[config.mk]
export PLATFORM = sky130hd
export DESIGN_NAME = mont_exp_ctrl
export DESIGN_NICKNAME = d
export VERILOG_FILES = /design/src/rtl/mont_exp_ctrl.sv
export SDC_FILE = /design/constraint.sdc
export NUM_CORES = 2
export LEC_CHECK = 0
export BUFFER_PORTS_ARGS = -buffer_cell sky130_fd_sc_hd__buf_4
export CORE_AREA = 2 2 502 504
export DETAILED_ROUTE_END_ITERATION = 16
export DIE_AREA = 0 0 504 506
export MAX_ROUTING_LAYER = met4
export PLACE_DENSITY = 0.42
export SLEW_MARGIN = 20
export SYNTH_ARGS = -nofsm -noshare
export SYNTH_HDL_FRONTEND = slang
export SYNTH_SLANG_ARGS = --single-unit
[constraint.sdc]
create_clock -name i_clk -period 8.35 [get_ports i_clk]
set_input_delay 1.2525 -clock i_clk [delete_from_list [all_inputs] [get_ports i_clk]]
set_output_delay 1.2525 -clock i_clk [all_outputs]
set_load 0.01 [all_outputs]
[src/rtl/mont_exp_ctrl.sv]
// Left-to-right square-and-multiply sequencer for a fixed exponent mod 2^255-19.
// Drives one external Montgomery multiplier through a start/finished handshake.
`timescale 1ns/1ps
module mont_exp_ctrl #(
   parameter int               WIDTH   = 256,
   parameter logic [WIDTH-1:0] EXP     = {1'b0, {250{1'b1}}, 5'b01011},
   parameter int               EXP_MSB = 254
) (
   input  logic             i_clk,
   input  logic             i_rst_n,
   input  logic             i_start,
   input  logic [WIDTH-1:0] i_a,
   output logic             o_busy,
   output logic             o_finished,
   output logic [WIDTH-1:0] o_result,
   output logic [WIDTH-1:0] o_mul_a,
   output logic [WIDTH-1:0] o_mul_b,
   output logic             o_mul_start,
   input  logic [WIDTH-1:0] i_mul_result,
   input  logic             i_mul_finished
);

   localparam int            KW     = $clog2(WIDTH);
   localparam logic [KW-1:0] K_INIT = (EXP_MSB > 0) ? KW'(EXP_MSB - 1) : '0;

   typedef enum logic [2:0] {
      S_IDLE      = 3'd0,
      S_SQR_ISSUE = 3'd1,
      S_SQR_WAIT  = 3'd2,
      S_MUL_ISSUE = 3'd3,
      S_MUL_WAIT  = 3'd4,
      S_DONE      = 3'd5
   } state_t;

   state_t           r_state;
   state_t           w_state_next;
   logic [WIDTH-1:0] r_acc;
   logic [WIDTH-1:0] r_base;
   logic [WIDTH-1:0] r_result;
   logic [WIDTH-1:0] r_mul_a;
   logic [WIDTH-1:0] r_mul_b;
   logic [WIDTH-1:0] w_acc_next;
   logic [KW-1:0]    r_k;
   logic             r_armed;
   logic             w_accept;
   logic             w_in_wait;
   logic             w_mul_done;
   logic             w_exp_bit;
   logic             w_k_zero;
   logic             w_k_dec;

   assign w_accept   = (r_state == S_IDLE) && i_start;
   assign w_in_wait  = (r_state == S_SQR_WAIT) || (r_state == S_MUL_WAIT);
   // r_armed is low in the first WAIT cycle so a stale finished level is not taken.
   assign w_mul_done = w_in_wait && r_armed && i_mul_finished;
   assign w_exp_bit  = EXP[r_k];
   assign w_k_zero   = (r_k == '0);
   assign w_k_dec    = w_mul_done && !w_k_zero &&
                       (((r_state == S_SQR_WAIT) && !w_exp_bit) || (r_state == S_MUL_WAIT));

   always_ff @(posedge i_clk or negedge i_rst_n) begin
      if (!i_rst_n) begin
         r_state <= S_IDLE;
      end else begin
         r_state <= w_state_next;
      end
   end

   always_comb begin
      w_state_next = r_state;
      case (r_state)
         S_IDLE: begin
            if (i_start) begin
               w_state_next = (EXP_MSB == 0) ? S_DONE : S_SQR_ISSUE;
            end
         end
         S_SQR_ISSUE: w_state_next = S_SQR_WAIT;
         S_SQR_WAIT: begin
            if (w_mul_done) begin
               if (w_exp_bit)     w_state_next = S_MUL_ISSUE;
               else if (w_k_zero) w_state_next = S_DONE;
               else               w_state_next = S_SQR_ISSUE;
            end
         end
         S_MUL_ISSUE: w_state_next = S_MUL_WAIT;
         S_MUL_WAIT: begin
            if (w_mul_done) begin
               w_state_next = w_k_zero ? S_DONE : S_SQR_ISSUE;
            end
         end
         S_DONE:  w_state_next = S_IDLE;
         default: w_state_next = S_IDLE;
      endcase
   end

   always_comb begin
      o_busy      = 1'b0;
      o_finished  = 1'b0;
      o_mul_start = 1'b0;
      case (r_state)
         S_SQR_ISSUE, S_MUL_ISSUE: begin
            o_busy      = 1'b1;
            o_mul_start = 1'b1;
         end
         S_SQR_WAIT, S_MUL_WAIT: o_busy = 1'b1;
         S_DONE: begin
            o_busy     = 1'b1;
            o_finished = 1'b1;
         end
         default: ;
      endcase
   end

   always_comb begin
      w_acc_next = r_acc;
      if (w_accept) begin
         w_acc_next = i_a;
      end else if (w_mul_done) begin
         w_acc_next = i_mul_result;
      end
   end

   // Operand registers load on entry to an ISSUE state and hold through WAIT.
   always_ff @(posedge i_clk or negedge i_rst_n) begin
      if (!i_rst_n) begin
         r_acc    <= '0;
         r_base   <= '0;
         r_result <= '0;
         r_mul_a  <= '0;
         r_mul_b  <= '0;
         r_k      <= '0;
         r_armed  <= 1'b0;
      end else begin
         r_acc   <= w_acc_next;
         r_armed <= w_in_wait;
         if (w_accept) begin
            r_base <= i_a;
            r_k    <= K_INIT;
         end else if (w_k_dec) begin
            r_k <= r_k - KW'(1);
         end
         if (w_state_next == S_SQR_ISSUE) begin
            r_mul_a <= w_acc_next;
            r_mul_b <= w_acc_next;
         end else if (w_state_next == S_MUL_ISSUE) begin
            r_mul_a <= w_acc_next;
            r_mul_b <= r_base;
         end
         if (w_state_next == S_DONE) begin
            r_result <= w_acc_next;
         end
      end
   end

   assign o_result = r_result;
   assign o_mul_a  = r_mul_a;
   assign o_mul_b  = r_mul_b;

endmodule

==> impl_metrics.ini <==
[place]
dp.cells = 8806
numPortBuffers = 1286
place_hpwl_mm = 165
gp_congestion = 0.855

[routing]
drc = 0
postRouteAntennaNets = 0
vias = 39800
wirelength_mm = 235
drt_iter0_markers = 2563
dr.pass1.iters = 5
wl_per_cell_um = 25.7
avgViaCountPerCell = 4.36

[final_layout]
nets = 6141
fin_cells = 9133
fin_util_pct = 28.5
n_fill_cell = 26300
drive_gt1_share_pct = 37.1
area_growth_pct = 35.7

[logic_synthesis]
ys_seq_area_share_pct = 61.6
postSynth.asyncResetShare_pct = 100
synth-simple-area-share_pct = 10.3
ys_ff_latch = 1292
syn_nets = 4939
yosys.area_share.adder_pct = 0.0953
syn_area_mm2 = 0.0525
synth-main-ff-cell = dfrtp_1
ys.warnings.count = 0
muxShareOfSynthArea_pct = 17.9
avgSynthCellArea_um2 = 11.9
syn_inst = 4419
synthTopCellsByArea = dfrtp_1 (62%), mux2_2 (11%), nand2_1 (7.4%)
synth_compound_area_share_pct = 5.96
post_synth_num_cell_types = 44
synth-edff-count = 0
synth_area_leader_cell = dfrtp_1
synth_top_family_by_area = multiplexers
yosysTopAreaCellShare_pct = 61.6
synth_xor_xnor_area_share_pct = 0.0334

[global_route]
groute.usage.overall_pct = 18.4
grt_pass1_vias = 41500
grt_pass1_wl_mm = 332
met1_usage_pct = 21.7
use_met3_pct = 6.49
overflow = 0
busiest_layer = met2
grt_max_degree = 143
grt_use_met2_pct = 29.6
antenna_found_initial = 42

[hold_path]
hold_path.class = in -> async

[clock_tree]
post_cts_buffers = 0
cts_tree = built
cts_buffer_depth = 3
cts_hold_buf = 0
cts_root_buf = clkbuf_16
cts_made_buffers = 161
clkSinkCount = 1292
ctsResizeCount = 0
clkLatencyLatePin_ns = 0.82
path_clk_slew_ns = 0.06
htreeDepth = 4

[sta]
setup-tns-final_ns = 0
drv_slew = 0
fin_skew_ns = 0.0487
hold_viol_final = 0
fin_crit_ns = 4.35
worst_slew_pin_slew_ns = 1.19
min_period_over_period_pct = 52.1
setup_viol = 0
rsz0062_at_grt = false
fmax_mhz = 230
max_slew_margin_pct = 20.4

[setup_path]
crit_fanout = 117
required_ns = 9.02
reg2reg_to = o_mul_a[197]
rrSetupSlack_ns = 4.00
cp.depth = 7
r2r_start = r_k[3]
cp-endpoint = o_mul_a[197]
slowest_delay_ns = 0.74
crit_family = buffers and inverters
rr_worst_depth = 7
startpoint = r_k[3]
crit_slowest_cell = buf_4
cp_cell_sequence = or4_1, nor4b_4, a21oi_1, o211ai_1, buf_12, buf_4, mux2_2
worst-setup-path-type = reg -> reg
crit_buf_inv = 2
startpoint_type = flop
crit_arrival_ns = 5.02
cp-end-kind = flop

[flow_run]
maxCapViolCount = 0

[outcome]
outcome = complete, no violations

[floorplan]
io_pins = 1287
core_mm2 = 0.250
num_rows = 184
die_x_um = 504
start_util_pct = 21.0
chipHeight_um = 506
die_area_mm2 = 0.255

[pwr]
leakage_nw = 34.6
power_density_mw_per_mm2 = 472
ir_worst_vdd_mv = 0.463
[kinds of logic (layout without fill, tap and decap cells)]
logic type,after synthesis,count (layout)
AOI/OAI and AO/OA,448,448
xor gates and xnor gates,2,2
adders and majority gates,4,4
buffers and inverters,488,1811
DFF,1292,1292
muxes,853,853
other,0,43
and+or+nand+nor,1332,1332
[cells in the mapped netlist, types with 4 or more instances]
cell	n
ha_1	4
a21oi_1	5
o211ai_1	257
buf_1	12
mux2i_1	179
buf_4	50
nor2_1	9
buf_2	69
buf_6	10
nand3_1	264
nor3_1	4
nand2_1	1032
mux2_1	149
o22ai_1	175
nor4_1	4
mux2_2	525
clkbuf_1	169
dfrtp_1	1292
inv_1	178
[flip-flops by register name, indices dropped and copies added, names as in the netlist]
register / flops
o_mul_a: 256
r_k: 8
r_acc: 256
r_armed: 1
o_result: 256
r_base: 256
o_mul_b: 256
r_state: 3
[how the worst min path moves through the flow]
stage | to | start | cells after the start
after floorplan | r_base[106] | r_base[106] | 2
after global placement | r_base[99] | r_base[99] | 2
after detailed placement | r_base[131] | r_base[131] | 2
after CTS | r_base[115] | i_rst_n | 1
after global routing | o_result[115] | i_rst_n | 1
final | o_mul_b[106] | i_rst_n | 1
[through the flow]
step | area (um2) | hold WS [ns] | setup slack (ns) | total power [mW]
6_report | 71300 | 0.272 | 4.00 | 33.6
5_1_grt | 71300 | 0.291 | 3.86 | 35.7
4_1_cts | 71200 | 0.307 | 4.09 | 34.3
3_5_place_dp | 65800 | 0.459 | 3.66 | 26.8
3_3_place_gp | 65700 | 0.454 | 3.63 | 26.7
2_1_floorplan | 52500 | 0.442 | 5.16 | 19.0
[final cells by class]
type	count	area, um2	share of cell area (%)
Timing Repair Buffer	1349	10500	14.7
Multi-Input combinational cell	2639	18100	25.4
Clock inverter	49	717	1.01
Inverter	178	668	0.937
Sequential cell	1292	32300	45.3
Tap cell	3348	4190	5.88
Antenna cell	43	108	0.151
Clock buffer	235	4700	6.59
[report_power, final]
part	leakage (nW)	switching (mW)	internal (mW)
clock network	2.65	2.96	4.26
logic	16.0	9.07	6.37
registers	15.9	1.63	9.35
[layer usage]
metal,vias to the layer above,routed length [um]
li1,17700,-
met1,20400,96200
met2,1413,113000
met3,286,20100
met4,0,5980
met5,-,0
[worst reg2reg max path, cell delays in order (launching register included)]
cell      delay [ns]
dfrtp_1         0.44
or4_1           0.70
nor4b_4         0.38
a21oi_1         0.11
o211ai_1        0.49
buf_12          0.57
buf_4           1.06
mux2_2          0.48
[layout by cell type (no fill, tap or decap), drive strengths merged, types with 5 or more instances in the layout]
| master | n |
|---|---|
| buf | 1349 |
| dfrtp | 1292 |
| nand2 | 1032 |
| mux2 | 674 |
| nand3 | 264 |
| o211ai | 257 |
| clkbuf | 235 |
| inv | 188 |
| mux2i | 179 |
| o22ai | 175 |
| diode | 43 |
| clkinv | 24 |
| bufinv | 11 |
| nor2 | 9 |
| a21oi | 5 |
No activity file was read; power rests on OpenSTA's default activity.
